[src/rtl/spi_mem_arbiter.sv]
// Quad-SPI bus sequencer shared by the flash (instruction fetch) and RAM A (data port).
// Runs one byte-sized transaction at a time and round-robins only when both ports request together.
module spi_mem_arbiter #(
  parameter int          DATA_BUS_WIDTH = 8,
  parameter int          ADDRESS_WIDTH  = 16,
  parameter logic [7:0]  FLASH_READ_CMD = 8'hEB,
  parameter logic [7:0]  RAM_READ_CMD   = 8'hEB,
  parameter logic [7:0]  RAM_WRITE_CMD  = 8'h38,
  parameter int          READ_DUMMY     = 6
) (
  input  logic                      clock,
  input  logic                      reset,
  input  logic                      fetch_req,
  input  logic [ADDRESS_WIDTH-1:0]  fetch_addr,
  output logic [DATA_BUS_WIDTH-1:0] fetch_rdata,
  output logic                      fetch_ack,
  input  logic                      mem_req,
  input  logic                      mem_we,
  input  logic [ADDRESS_WIDTH-1:0]  mem_addr,
  input  logic [DATA_BUS_WIDTH-1:0] mem_wdata,
  output logic [DATA_BUS_WIDTH-1:0] mem_rdata,
  output logic                      mem_ack,
  input  logic [3:0]                spi_data_in,
  output logic [3:0]                spi_data_out,
  output logic [3:0]                spi_data_oe,
  output logic                      spi_clk_out,
  output logic                      spi_flash_select,
  output logic                      spi_ram_a_select,
  output logic                      busy
);

  typedef enum logic [2:0] {
    S_IDLE, S_SETUP, S_CMD, S_ADDR, S_DUMMY, S_DATA, S_DONE
  } state_e;

  // Phase lengths in system clocks; every SPI cycle is an L clock followed by an H clock.
  localparam logic [4:0] CMD_LAST   = 5'd3;
  localparam logic [4:0] ADDR_LAST  = 5'd11;
  localparam logic [4:0] DUMMY_LAST = 5'(2 * READ_DUMMY - 1);
  localparam logic [4:0] DATA_LAST  = 5'd3;

  state_e                      state_q, state_d;
  logic [4:0]                  cnt_q, cnt_d;
  logic                        grant_mem_q, grant_mem_d;
  logic                        last_grant_mem_q, last_grant_mem_d;
  logic                        we_q, we_d;
  logic [ADDRESS_WIDTH-1:0]    addr_q, addr_d;
  logic [DATA_BUS_WIDTH-1:0]   wdata_q, wdata_d;
  logic [3:0]                  rd_hi_q, rd_hi_d;
  logic [DATA_BUS_WIDTH-1:0]   fetch_rdata_q, fetch_rdata_d;
  logic [DATA_BUS_WIDTH-1:0]   mem_rdata_q, mem_rdata_d;
  logic                        fetch_ack_q, fetch_ack_d;
  logic                        mem_ack_q, mem_ack_d;
  logic [3:0]                  spi_dout_q, spi_dout_d;
  logic [3:0]                  spi_oe_q, spi_oe_d;
  logic                        spi_clk_q, spi_clk_d;
  logic                        cs_flash_q, cs_flash_d;
  logic                        cs_ram_q, cs_ram_d;

  logic [7:0]                  cmd_byte;
  logic [23:0]                 addr24;
  logic [23:0]                 addr_sh;

  // State register plus all datapath and registered-output flops.
  always_ff @(posedge clock) begin
    if (reset) begin
      state_q          <= S_IDLE;
      cnt_q            <= '0;
      grant_mem_q      <= 1'b0;
      last_grant_mem_q <= 1'b0;
      we_q             <= 1'b0;
      addr_q           <= '0;
      wdata_q          <= '0;
      rd_hi_q          <= '0;
      fetch_rdata_q    <= '0;
      mem_rdata_q      <= '0;
      fetch_ack_q      <= 1'b0;
      mem_ack_q        <= 1'b0;
      spi_dout_q       <= '0;
      spi_oe_q         <= '0;
      spi_clk_q        <= 1'b0;
      cs_flash_q       <= 1'b1;
      cs_ram_q         <= 1'b1;
    end else begin
      state_q          <= state_d;
      cnt_q            <= cnt_d;
      grant_mem_q      <= grant_mem_d;
      last_grant_mem_q <= last_grant_mem_d;
      we_q             <= we_d;
      addr_q           <= addr_d;
      wdata_q          <= wdata_d;
      rd_hi_q          <= rd_hi_d;
      fetch_rdata_q    <= fetch_rdata_d;
      mem_rdata_q      <= mem_rdata_d;
      fetch_ack_q      <= fetch_ack_d;
      mem_ack_q        <= mem_ack_d;
      spi_dout_q       <= spi_dout_d;
      spi_oe_q         <= spi_oe_d;
      spi_clk_q        <= spi_clk_d;
      cs_flash_q       <= cs_flash_d;
      cs_ram_q         <= cs_ram_d;
    end
  end

  // Next-state logic, arbitration and grant-time capture of the request.
  always_comb begin
    state_d          = state_q;
    cnt_d            = cnt_q + 5'd1;
    grant_mem_d      = grant_mem_q;
    last_grant_mem_d = last_grant_mem_q;
    we_d             = we_q;
    addr_d           = addr_q;
    wdata_d          = wdata_q;
    case (state_q)
      S_IDLE: begin
        cnt_d = '0;
        if (fetch_req || mem_req) begin
          state_d = S_SETUP;
          // last_grant only moves on a tie, so a lone request never steals the next tie.
          if (fetch_req && mem_req) begin
            grant_mem_d      = !last_grant_mem_q;
            last_grant_mem_d = !last_grant_mem_q;
          end else begin
            grant_mem_d = mem_req;
          end
          if (grant_mem_d) begin
            we_d    = mem_we;
            addr_d  = mem_addr;
            wdata_d = mem_wdata;
          end else begin
            we_d    = 1'b0;
            addr_d  = fetch_addr;
            wdata_d = '0;
          end
        end
      end
      S_SETUP: begin
        state_d = S_CMD;
        cnt_d   = '0;
      end
      S_CMD: begin
        if (cnt_q == CMD_LAST) begin
          state_d = S_ADDR;
          cnt_d   = '0;
        end
      end
      S_ADDR: begin
        if (cnt_q == ADDR_LAST) begin
          state_d = we_q ? S_DATA : S_DUMMY;
          cnt_d   = '0;
        end
      end
      S_DUMMY: begin
        if (cnt_q == DUMMY_LAST) begin
          state_d = S_DATA;
          cnt_d   = '0;
        end
      end
      S_DATA: begin
        if (cnt_q == DATA_LAST) begin
          state_d = S_DONE;
          cnt_d   = '0;
        end
      end
      S_DONE: begin
        state_d = S_IDLE;
        cnt_d   = '0;
      end
      default: begin
        state_d = S_IDLE;
        cnt_d   = '0;
      end
    endcase
  end

  // Read capture: nibbles land on the edge that ends each H clock of the data phase.
  always_comb begin
    rd_hi_d       = rd_hi_q;
    fetch_rdata_d = fetch_rdata_q;
    mem_rdata_d   = mem_rdata_q;
    if (state_q == S_DATA && !we_q) begin
      if (cnt_q == 5'd1) begin
        rd_hi_d = spi_data_in;
      end
      if (cnt_q == DATA_LAST) begin
        if (grant_mem_q) begin
          mem_rdata_d = {rd_hi_q, spi_data_in};
        end else begin
          fetch_rdata_d = {rd_hi_q, spi_data_in};
        end
      end
    end
  end

  assign cmd_byte = grant_mem_q ? (we_q ? RAM_WRITE_CMD : RAM_READ_CMD) : FLASH_READ_CMD;
  assign addr24   = 24'(addr_q);

  // Output values are computed from the upcoming state so every SPI pin is a flop.
  always_comb begin
    cs_flash_d  = 1'b1;
    cs_ram_d    = 1'b1;
    spi_clk_d   = 1'b0;
    spi_oe_d    = 4'h0;
    spi_dout_d  = 4'h0;
    fetch_ack_d = 1'b0;
    mem_ack_d   = 1'b0;
    addr_sh     = addr24 << {cnt_d[3:1], 2'b00};
    case (state_d)
      S_SETUP: begin
        cs_flash_d = grant_mem_d;
        cs_ram_d   = !grant_mem_d;
        spi_oe_d   = 4'hF;
      end
      S_CMD: begin
        cs_flash_d = grant_mem_q;
        cs_ram_d   = !grant_mem_q;
        spi_clk_d  = cnt_d[0];
        spi_oe_d   = 4'hF;
        spi_dout_d = cnt_d[1] ? cmd_byte[3:0] : cmd_byte[7:4];
      end
      S_ADDR: begin
        cs_flash_d = grant_mem_q;
        cs_ram_d   = !grant_mem_q;
        spi_clk_d  = cnt_d[0];
        spi_oe_d   = 4'hF;
        spi_dout_d = addr_sh[23:20];
      end
      S_DUMMY: begin
        cs_flash_d = grant_mem_q;
        cs_ram_d   = !grant_mem_q;
        spi_clk_d  = cnt_d[0];
      end
      S_DATA: begin
        cs_flash_d = grant_mem_q;
        cs_ram_d   = !grant_mem_q;
        spi_clk_d  = cnt_d[0];
        if (we_q) begin
          spi_oe_d   = 4'hF;
          spi_dout_d = cnt_d[1] ? wdata_q[3:0] : wdata_q[7:4];
        end
      end
      S_DONE: begin
        fetch_ack_d = !grant_mem_q;
        mem_ack_d   = grant_mem_q;
      end
      default: begin
        cs_flash_d = 1'b1;
        cs_ram_d   = 1'b1;
      end
    endcase
  end

  assign fetch_rdata      = fetch_rdata_q;
  assign fetch_ack        = fetch_ack_q;
  assign mem_rdata        = mem_rdata_q;
  assign mem_ack          = mem_ack_q;
  assign spi_data_out     = spi_dout_q;
  assign spi_data_oe      = spi_oe_q;
  assign spi_clk_out      = spi_clk_q;
  assign spi_flash_select = cs_flash_q;
  assign spi_ram_a_select = cs_ram_q;
  assign busy             = (state_q != S_IDLE);

endmodule

[config.mk]
export PLATFORM = sky130hd
export DESIGN_NAME = spi_mem_arbiter
export DESIGN_NICKNAME = d
export VERILOG_FILES = /design/src/rtl/spi_mem_arbiter.sv
export SDC_FILE = /design/constraint.sdc
export NUM_CORES = 1
export LEC_CHECK = 0
export CORE_ASPECT_RATIO = 1.1
export CORE_UTILIZATION = 49
export CTS_CLUSTER_DIAMETER = 30
export DETAILED_ROUTE_END_ITERATION = 10
export PLACE_DENSITY = 0.81
export SLEW_MARGIN = 40
export SYNTH_ARGS = -nofsm -noshare
export SYNTH_HDL_FRONTEND = slang
export SYNTH_SLANG_ARGS = --single-unit
[constraint.sdc]
create_clock -name clock -period 2.4 [get_ports clock]
set_input_delay 0.36 -clock clock [delete_from_list [all_inputs] [get_ports clock]]
set_output_delay 0.36 -clock clock [all_outputs]
set_load 0.01 [all_outputs]
* Yosys cells after proc, flatten, opt, wreduce, memory -nomap -nowiden
Cells that the tools add are included.
W data, S select, Z words.
** Operators by class
- Equality and inequality tests :: 14
- Shifts and indexed selects :: 1
- Reductions and logical operators :: 20
- Muxes and demuxes :: 28
- $add $sub $neg :: 1
- Bitwise gates (word level) :: 3
** Operators with widths (count)
- $mux W8 :: 3
- $shl A16 B5 Y24 :: 1
- $pmux W3 S6 :: 1
- $mux W16 :: 1
- $mux W4 :: 4
- $eq A3 B3 Y1 const B :: 5
- $mux W3 :: 5
- $eq A3 B2 Y1 const B :: 4
- $pmux W4 S3 :: 1
- $mux W5 :: 2
- $pmux W5 S2 :: 1
- $reduce_and A3 Y1 :: 3
- $pmux W4 S2 :: 1
- $reduce_or A2 Y1 :: 4
- $mux W1 :: 7
- $eq A3 B1 Y1 const B :: 2
- $add A5 B1 Y5 const B :: 1
- $eq A5 B1 Y1 const B :: 1
- $eq A5 B2 Y1 const B :: 1
- $eq A5 B4 Y1 const B :: 1
- $logic_not A1 Y1 :: 4
- $pmux W1 S2 :: 2
- $reduce_and A2 Y1 :: 2
- $reduce_or A4 Y1 :: 1
- other kinds (6) :: 9
** Storage, ports and cells
- Bits in registers :: 68
- Output and inout bits :: 30
- Bits of input ports :: 49

* Depth between registers and ports, before layout
- Depth after elaboration :: 8
- Gate-level depth with buffers :: 7

* Worst setup path after synthesis
OpenSTA, ideal clock, no wires.
- Path type :: register -> register
- Start point :: register cnt_q[0]
- End point :: register fetch_rdata_q[4], in the netlist fetch_rdata[4]
- Clock period less this slack :: 1.900 ns
- Cell stages (with the launch flop) :: 7
- Path slack :: 0.500 ns
- Required time :: 2.274 ns
- Arrival :: 1.774 ns
- Cell sequence :: dfxtp_1 -> ha_1 -> nand4bb_4 -> or3_4 -> nor3_4 -> mux2i_1 -> nor2_1
** On the way
- Longest elaborated chain between the ends :: 2
** RTL lines
- start, declared :: RTL line 43 : logic [4:0] cnt_q, cnt_d;
- start signal, assigned :: RTL line 86 : cnt_q <= cnt_d;
- $eq A5 B2 Y1 :: RTL line 185 : if (cnt_q == DATA_LAST) begin
- $reduce_and A3 Y1 (no source line)
- end signal, assigned :: RTL line 93 : fetch_rdata_q <= fetch_rdata_d;
- end, declared :: RTL line 50 : logic [DATA_BUS_WIDTH-1:0] fetch_rdata_q, fetch_rdata_d;
No other way between the ends.
A chain may end at the register's enable or synchronous reset.

* Worst setup path after layout
- Start point :: register state_q[2]
- End point :: output busy
** On the way
- Longest elaborated chain between the ends :: 1
** RTL lines
- start, declared :: RTL line 42 : state_e state_q, state_d;
- start signal, assigned :: RTL line 85 : state_q <= state_d;
- $reduce_bool A3 Y1 :: RTL line 262 : assign busy = (state_q != S_IDLE);
- end, declared :: RTL line 29 : output logic busy
No other way between the ends.

==> results.md <==
- Die width: 77.43 um
- Hold Vio Cnt, Final: 0
- WL/cell: 14.20 um
- N_diodes: 0
- Post-DP HPWL: 4565 um
- VDD IR max: 372.8 uV
- Fin Setup TNS: 0 ps
- Crit-path max FO: 10
- Post-DP Area: 3834 um^2
- WL final: 6633 um
- Final setup fails: 0
- GRT overflow: 0
- Placed cells: 451
- Final Slew Violations: 0
- IO Port Bufs: 78
- Post-Route M1 WL: 2891 um
- CP required: 2040 ps
- Power per Cell Area: 677.8 nW/um^2
- Chip height: 84.97 um
- Final Non-Filler Cells: 467
- Share of layout cells above drive strength 1: 12.56%
- Die ar.: 6579 um^2
- FMAX: 442.4 MHz
- Fin Hold WS: 450.0 ps
- 1st-pass router iterations: 4
- Mapped Cells: 316
- Std cell rows: 29
- Top sig layer: met4
- Post-Syn Nets: 367
- Crit path time final: 2260 ps
- Asr flop ratio synth: 0%
- Critical path type: flop to output port
- Tcrit/Tclk final: 94.18%
- Status: complete, no violations
- EDFF count, synth: 0
- Clk Latency, worst-skew pair: 350 ps
- DRT antenna net count: 0
- Largest net degree at the start of global routing: 43
- Via count: 2489
- Placer Congestion: 0.8735
- First-pass GRT wire length: 11300 um
- DRC: 0
- Netlist cell types: 53
- Synth Warn #: 0
- Area Overhead vs Synth: 33.46%
- Clock skew: 9.309 ps
- Syn Area/Cell: 9.705 um^2
- H-tree levels: 3
- Initial core utilization: 51.85%
- Leakage: 1.567 nW
- Worst EP arrival: 1900 ps
- Least-Margin Pin Slew: 620.7 ps
- Total global-route track usage: 22.32%
- FF+latch count, synth: 65
- Clk root buf: clkbuf_8
- Slew margin rel.: 58.54%
- Commonest non-fill, non-tap cell in the layout: clkdlybuf4s50_1
- Commonest non-fill, non-tap cells in the layout: clkdlybuf4s50_1 (77), dfxtp_1 (65), nor2_1 (48), mux2i_1 (36), nand3_1 (19)
- CTS buffer count: 9
- Initial antenna violation count: 0
- Number of global-route vias before repair: 2470
- Max Buffers Root-to-Sink: 2
- Clk sinks: 65
- Core area: 5914 um^2
- Post-Syn Area: 3067 um^2
- Nets: 436
- Routed wl met2: 3241 um
- Via/cell ratio: 5.330
- DR WL met3: 372 um
- Clock slew at reported path FFs: 80 ps
- Worst min-delay path class: primary input to flop
- Cell area after layout: 4093 um^2
- First DRT Iteration DRCs: 158
- Maxcap violations: 0
- I/O pins: 79
- CP startpoint kind: flop
- RSZ-0062 raised after global routing: no
- Crit end category: output port
- Post-synthesis sequential area ratio: 42.43%
- Cts hold-fix bufs: 0
- Ys flop type: dfxtp_1
- TritonCTS clock tree: yes
cells in the mapped netlist (2+ instances only):
master | count | area share [%]
a21oi_1 | 12 | 2.0
a21boi_0 | 2 | 0.49
xor2_1 | 4 | 1.1
a311oi_1 | 4 | 1.1
mux2_2 | 12 | 4.4
nand3b_1 | 2 | 0.49
ha_1 | 2 | 0.82
nor3b_1 | 3 | 0.73
xnor2_1 | 3 | 0.86
buf_2 | 6 | 0.98
nand2_1 | 16 | 2.0
nor2b_1 | 2 | 0.41
a22oi_1 | 4 | 0.98
mux2i_1 | 36 | 12
dfxtp_1 | 65 | 42
o21ai_1 | 3 | 0.49
buf_6 | 6 | 2.2
o21ai_0 | 3 | 0.49
inv_1 | 3 | 0.37
nor3_1 | 3 | 0.49
nor2_1 | 48 | 5.9
clkbuf_1 | 8 | 0.98
nand3_1 | 19 | 3.1
a211oi_1 | 17 | 4.2
buf_4 | 5 | 1.2
flip-flops by register name, summed over array words and instances (netlist names), 3 cells and up:
| signal | flops |
|---|---|
| cnt_q | 5 |
| state_q | 3 |
| wdata_q | 8 |
| mem_rdata | 8 |
| addr_q | 16 |
| rd_hi_q | 4 |
| spi_data_out | 4 |
| fetch_rdata | 8 |
worst max-delay path: stages (launching register included):
cell and delay [ps]:
dfxtp_1 710, nor3_4 130, inv_1 150, clkdlybuf4s50_1 560
report_power, final:
group	total, mW	internal [mW]	switching [mW]
Sequential	1.20	1.14	0.0518
Clock	1.16	0.721	0.436
Combinational	0.422	0.226	0.195
worst paths after layout:
| path | from | endpoint | slack (ps) | depth (start not counted) |
|---|---|---|---|---|
| hold / removal | reset | mem_rdata[5]$_SDFFE_PP0P_ | 450 | 2 |
| setup / recovery | state_q[2]$_SDFF_PP0_ | busy | 140 | 3 |
| hold reg to reg | wdata_q[0]$_SDFFE_PP0P_ | wdata_q[0]$_SDFFE_PP0P_ | 450 | 2 |
| setup reg to reg | cnt_q[0]$_SDFF_PP0_ | spi_data_out[2]$_SDFF_PP0_ | 240 | 6 |
logic make-up (layout without fill, tap and decap cells):
group	Yosys count	count (layout)	share of synthesized area (%)
compound gates	55	55	12.93
xor+xnor	8	8	2.897
fa+ha+maj	2	2	0.8159
buf+inv	30	104	6.446
flops	65	65	42.43
mux	48	48	16.16
simple gates	108	108	18.32
what timing repair did:
action,4_1_cts,5_1_grt
gates resized for setup,0,1
hold endpoints to repair,0,0
buffers inserted,0,0
endpoints found under the setup margin,0,1
metal layers:
| metal | vias up | GRT usage (%) |
|---|---|---|
| li1 | 1259 | - |
| met3 | 11 | 5.914 |
| met1 | 1145 | 27.33 |
| met4 | 0 | 11.15 |
| met2 | 74 | 36.20 |
| met5 | - | 0 |
stage by stage:
stage | worst slack (ps) | power (mW) | utilization [%]
after floorplan | 500.1 | 1.471 | -
after global placement | 368.3 | 1.625 | 64.82
after detailed placement | 274.4 | 1.635 | 64.82
after CTS | 62.98 | 2.789 | 69.09
after global routing | 30.61 | 2.902 | 69.20
final | 139.7 | 2.774 | 69.20
layout make-up:
class | count | area (um^2)
fill | 473 | 1822
clock buffer | 10 | 137.6
sequential | 65 | 1301
tap | 77 | 96.34
timing repair buffer | 85 | 853.3
multi-input combinational | 221 | 1578
clock inverter | 6 | 115.1
inverter | 3 | 11.26
Note: power is estimated with default switching activity, not from simulation.
